===== src/rtl/fwd_pkg.sv =====
// Shared types and select codes for the EX-stage forwarding and hazard control.
package fwd_pkg;

   localparam int FWD_AW = 5;

   localparam logic [1:0] FWD_RF    = 2'b00;
   localparam logic [1:0] FWD_EXMEM = 2'b01;
   localparam logic [1:0] FWD_MEMWB = 2'b10;

   typedef struct packed {
      logic [FWD_AW-1:0] rd;
      logic              rw;
      logic              mr;
      logic [FWD_AW-1:0] rs1;
      logic [FWD_AW-1:0] rs2;
   } stage_t;

   localparam stage_t STAGE_BUBBLE = '{
      rd:  '0,
      rw:  1'b0,
      mr:  1'b0,
      rs1: '0,
      rs2: '0
   };

endpackage


===== src/rtl/fwd_operand_sel.sv =====
// Forwarding select for one EX operand: newest producer (EX/MEM) wins over MEM/WB.
module fwd_operand_sel
   import fwd_pkg::*;
#(
   parameter int REG_AW = FWD_AW
) (
   input  logic [REG_AW-1:0] src,
   input  logic [REG_AW-1:0] mem_rd,
   input  logic              mem_rw,
   input  logic [REG_AW-1:0] wb_rd,
   input  logic              wb_rw,
   output logic [1:0]        sel
);

   logic mem_hit;
   logic wb_hit;

   always_comb begin
      mem_hit = mem_rw && (mem_rd != '0) && (mem_rd == src);
      wb_hit  = wb_rw && (wb_rd != '0) && (wb_rd == src);
      sel     = FWD_RF;
      if (mem_hit) begin
         sel = FWD_EXMEM;
      end else if (wb_hit) begin
         sel = FWD_MEMWB;
      end
   end

endmodule


===== src/rtl/fwd_hazard_ctrl.sv =====
// Tracks rd/write-enable through EX, MEM and WB; drives operand forwarding
// selects, the load-use stall and a saturating stall counter.
module fwd_hazard_ctrl
   import fwd_pkg::*;
#(
   parameter int REG_AW = FWD_AW,
   parameter int CNT_W  = 16
) (
   input  logic              clk,
   input  logic              rst_n,
   input  logic              id_valid,
   input  logic [REG_AW-1:0] id_rs1,
   input  logic [REG_AW-1:0] id_rs2,
   input  logic              id_uses_rs2,
   input  logic [REG_AW-1:0] id_rd,
   input  logic              id_reg_write,
   input  logic              id_mem_read,
   input  logic              flush,
   output logic [1:0]        fwd_a_sel,
   output logic [1:0]        fwd_b_sel,
   output logic              stall,
   output logic [CNT_W-1:0]  stall_count
);

   stage_t            ex_q;
   stage_t            ex_d;
   logic [REG_AW-1:0] mem_rd_q;
   logic [REG_AW-1:0] mem_rd_d;
   logic              mem_rw_q;
   logic              mem_rw_d;
   logic [REG_AW-1:0] wb_rd_q;
   logic [REG_AW-1:0] wb_rd_d;
   logic              wb_rw_q;
   logic              wb_rw_d;
   logic [CNT_W-1:0]  cnt_q;
   logic [CNT_W-1:0]  cnt_d;

   logic hit_rs1;
   logic hit_rs2;
   logic stall_w;

   // Load in EX whose result the ID instruction needs; flush overrides.
   always_comb begin
      hit_rs1 = (ex_q.rd == id_rs1);
      hit_rs2 = id_uses_rs2 && (ex_q.rd == id_rs2);
      stall_w = id_valid && !flush && ex_q.mr &&
                (ex_q.rd != '0) && (hit_rs1 || hit_rs2);
   end

   always_comb begin
      ex_d = STAGE_BUBBLE;
      if (id_valid && !stall_w && !flush) begin
         ex_d.rd  = id_rd;
         ex_d.rw  = id_reg_write;
         ex_d.mr  = id_mem_read;
         ex_d.rs1 = id_rs1;
         ex_d.rs2 = id_rs2;
      end
      mem_rd_d = ex_q.rd;
      mem_rw_d = ex_q.rw;
      wb_rd_d  = mem_rd_q;
      wb_rw_d  = mem_rw_q;
      cnt_d    = cnt_q;
      if (stall_w && (cnt_q != '1)) begin
         cnt_d = cnt_q + 1'b1;
      end
   end

   always_ff @(posedge clk or negedge rst_n) begin
      if (!rst_n) begin
         ex_q     <= STAGE_BUBBLE;
         mem_rd_q <= '0;
         mem_rw_q <= 1'b0;
         wb_rd_q  <= '0;
         wb_rw_q  <= 1'b0;
         cnt_q    <= '0;
      end else begin
         ex_q     <= ex_d;
         mem_rd_q <= mem_rd_d;
         mem_rw_q <= mem_rw_d;
         wb_rd_q  <= wb_rd_d;
         wb_rw_q  <= wb_rw_d;
         cnt_q    <= cnt_d;
      end
   end

   fwd_operand_sel #(
      .REG_AW (REG_AW)
   ) u_sel_a (
      .src    (ex_q.rs1),
      .mem_rd (mem_rd_q),
      .mem_rw (mem_rw_q),
      .wb_rd  (wb_rd_q),
      .wb_rw  (wb_rw_q),
      .sel    (fwd_a_sel)
   );

   fwd_operand_sel #(
      .REG_AW (REG_AW)
   ) u_sel_b (
      .src    (ex_q.rs2),
      .mem_rd (mem_rd_q),
      .mem_rw (mem_rw_q),
      .wb_rd  (wb_rd_q),
      .wb_rw  (wb_rw_q),
      .sel    (fwd_b_sel)
   );

   assign stall       = stall_w;
   assign stall_count = cnt_q;

endmodule


===== config.mk =====
export PLATFORM = sky130hd
export DESIGN_NAME = fwd_hazard_ctrl
export DESIGN_NICKNAME = d
export VERILOG_FILES = /design/src/rtl/fwd_pkg.sv /design/src/rtl/fwd_operand_sel.sv /design/src/rtl/fwd_hazard_ctrl.sv
export SDC_FILE = /design/constraint.sdc
export NUM_CORES = 1
export LEC_CHECK = 0
export CAP_MARGIN = 20
export CORE_MARGIN = 2
export CORE_UTILIZATION = 51
export DETAILED_ROUTE_END_ITERATION = 16
export PLACE_DENSITY_LB_ADDON = 0.05
export SKIP_LAST_GASP = 1
export SYNTH_ARGS = -nofsm -noshare
export SYNTH_HDL_FRONTEND = slang
export SYNTH_SLANG_ARGS = --single-unit

===== constraint.sdc =====
create_clock -name clk -period 2.25 [get_ports clk]
set_clock_uncertainty 0.2 [all_clocks]
set_input_delay 0.45 -clock clk [delete_from_list [all_inputs] [get_ports clk]]
set_output_delay 0.45 -clock clk [all_outputs]
set_load 0.01 [all_outputs]

==> impl_metrics.toml <==
[critical_path]
path_cells = "xor2_1 -> or4_4 -> nor4_2 -> buf_2"
crit_family = "simple AND/OR/NAND/NOR gates"
path_class = "reg -> out"
start_kind = "register"
path_buf_inv = 1
critPathLaunch = "wb_rd_q[1]"
required_ns = 1.60
crit_path_max_fanout = 2
cp_slowest_cell = "or4_4"
worst_ep_arrival_time_ns = 1.86
end_kind = "primary output"
r2r_start = "mem_rd_d[0]"
critPathMaxStageDelay_ns = 0.54

[placed_design]
place.gp.congestion = 0.7678
io_buffers = 42
hpwlAfterDp_mm = 3.252
dp_cells = 289
pre_cts_slack_ns = -0.5064

[power_and_ir_drop]
p_leak_nw = 1.355
switching_share = 0.2201
intPower_w = 0.001294
p_clk_frac = 0.380
p_switching_w = 0.0003651
seq_power_share = 0.509
vdd_drop_max_uv = 434.0
comb_power_share = 0.110
cellPowerDensity_nw_per_um2 = 561.0

[sta]
max_freq_mhz = 397.8
finalSetupViolCount = 5
postLayoutSetupSlackWorst_ns = -0.2636
drv_slew = 0
period_share = 1.117
max_slew_margin = 0.7303
hold_viol_final = 0
max_slew.worst_pin.slew_ns = 0.3943
hold_ws_ns = 0.1780
setup_tns_ns = -0.9187
finalCriticalPeriod_ns = 2.514
rsz0062_at_grt = "yes"

[logic_synthesis]
synth_area_um2 = 2098
syn_avg_cell_area_um2 = 11.66
seq_area_frac_synth = 0.5367
synthDistinctLibCells = 28
ys_seq_elements = 45
yosys_warnings = 0
syn_inst = 180
synth_fp_nets = 203

[min_path]
hp-class = "reg -> reg"
hp-start = "mem_rw_d"

[outcome]
outcome = "finished, violations left"
violations = "setup timing"

[cells_and_area]
areaGrowthSynthToFinish_pct = 40.91
drive_gt1_frac = 0.2305
layout_common_cells = "dfrtp_1 (45), clkdlybuf4s50_1 (36), buf_4 (30), xnor2_1 (29), and2_1 (18)"
stdcell_count = 306
final_common_cell = "dfrtp_1"
fillers = 270
fin_nets = 278
final_core_util = 0.7445
antenna_cells = 0

[floorplanning]
die_y_um = 68.14
rows = 23
num_io_pins = 43
coreArea_um2 = 3971
start_util = 0.5284
dieArea_um2 = 4643
die_w_um = 68.14

[routing]
drtAntennaViolNets = 0
routed_wl_mm = 4.507
drc = 0
drt_iter0_markers = 59
wire_per_inst_um = 14.73
vias = 1588
first_pass_iters = 4
via_per_inst = 5.190

[clock_network]
clock_latency_ns = 0.30
clk_pin_slew_worst_paths_ns = 0.08
clock_sinks = 45
clk_path_buf_depth = 2
cts_made_buffers = 5
root_buffer = "clkbuf_8"
cts_max_level = 2
cts_tree = "done"

[grt]
use_met2 = 0.3726
globalRoute.totalOverflow = 0
met3_usage = 0.06086
grt_first_pass_wirelength_mm = 7.389
use_met1 = 0.2803
grt_max_degree = 46
grtUsageTotal = 0.2243
busiest_layer = "met2"
antenna_found_initial = 0
grt_pass1_vias = 1594

[run]
drv_cap = 0
==> per-layer routing <==
metal	vias to the layer above	wire length (um)	share of wire
li1	769	-	-
met1	774	1897	0.42
met2	39	2365	0.52
met3	6	172	0.038
met4	0	72	0.016
met5	-	0	0
==> cell usage after synthesis (all sizes together) <==
master | number | area [um2]
dfrtp | 45 | 1126
xnor2 | 31 | 271.5
and2 | 19 | 118.9
xor2 | 14 | 122.6
nand3 | 13 | 70.07
nand4 | 10 | 62.56
nand2 | 8 | 30.03
nor4 | 7 | 43.79
and3 | 6 | 37.54
buf | 6 | 43.79
or4 | 5 | 41.29
o21ai | 3 | 15.01
nor2 | 2 | 7.510
nor3 | 2 | 10.01
a2111oi | 1 | 8.760
a21oi | 1 | 16.27
and3b | 1 | 8.760
ha | 1 | 12.51
mux2 | 1 | 11.26
nand2b | 1 | 6.260
o21a | 1 | 15.01
o22ai | 1 | 12.51
or2 | 1 | 6.260
==> kinds of logic (layout without fill, tap and decap cells) <==
logic type	after synthesis	count (layout)	synth area share
AO/OA/AOI/OAI	7	7	0.03220
XOR/XNOR	45	45	0.1878
adder cells (fa/ha/maj)	1	1	0.005962
buffers and inverters	6	82	0.02087
flip-flops	45	45	0.5367
multiplexers	1	1	0.005366
AND/OR/NAND/NOR	75	75	0.2111
==> state kept, by name, indices dropped and copies added (netlist names) <==
register and count:
stall_count 16, ex_q 11, mem_rd_d 5, mem_rd_q 5, wb_rd_q 5, mem_rw_d 1, mem_rw_q 1, wb_rw_q 1
==> worst reg2reg max path: stages, from the launching register on <==
cell and delay [ns]:
dfrtp_1 0.39, or4_4 0.56, o21a_4 0.21, buf_4 0.12
buf_4 0.18, a21oi_4 0.33, and2_1 0.19
==> power by group through the flow <==
stage	logic [W]	clock network (W)	registers [W]
floorplan	0.0000688	0	0.000863
global placement	0.000160	0	0.000861
detailed placement	0.000165	0	0.000862
CTS	0.000183	0.000648	0.000845
global route	0.000200	0.000677	0.000848
finish	0.000183	0.000631	0.000845
==> through the flow <==
stage                     power (W)  instance area, um2
after floorplan           0.0009317                2111
after global placement     0.001021                2730
after detailed placement   0.001027                2730
after CTS                  0.001675                2942
after global routing       0.001725                2957
final                      0.001659                2957
==> worst paths after layout <==
check | to | slack, ns | depth (start not counted)
setup / recovery | fwd_b_sel[1] | -0.26 | 4
hold / removal | mem_rw_q | 0.18 | 0
setup reg to reg | ex_q[3] | 0.01 | 6
hold reg to reg | mem_rw_q | 0.18 | 0
max in group asynchronous | mem_rd_d[3] | 1.18 | 3
min in group asynchronous | wb_rd_q[2] | 0.46 | 3
==> final cells by class <==
class                           instances  area [um2]  area share
Sequential cell                        45        1126      0.3809
Clock inverter                          1       30.03     0.01016
Multi-Input combinational cell        129       987.2      0.3339
Timing Repair Buffer                   74       664.4      0.2247
Clock buffer                            7       86.33     0.02920
Tap cell                               50       62.56     0.02116
==> what timing repair did <==
action                     4_1_cts  5_1_grt
buffers inserted                 7        1
gates resized for setup         31        1
gates cloned                     0        0
hold buffers                     1        0
pin swaps                        9        3
hold endpoints to repair        45        0
setup endpoints to repair        5        5
Note: power is estimated with default switching activity, not from simulation.
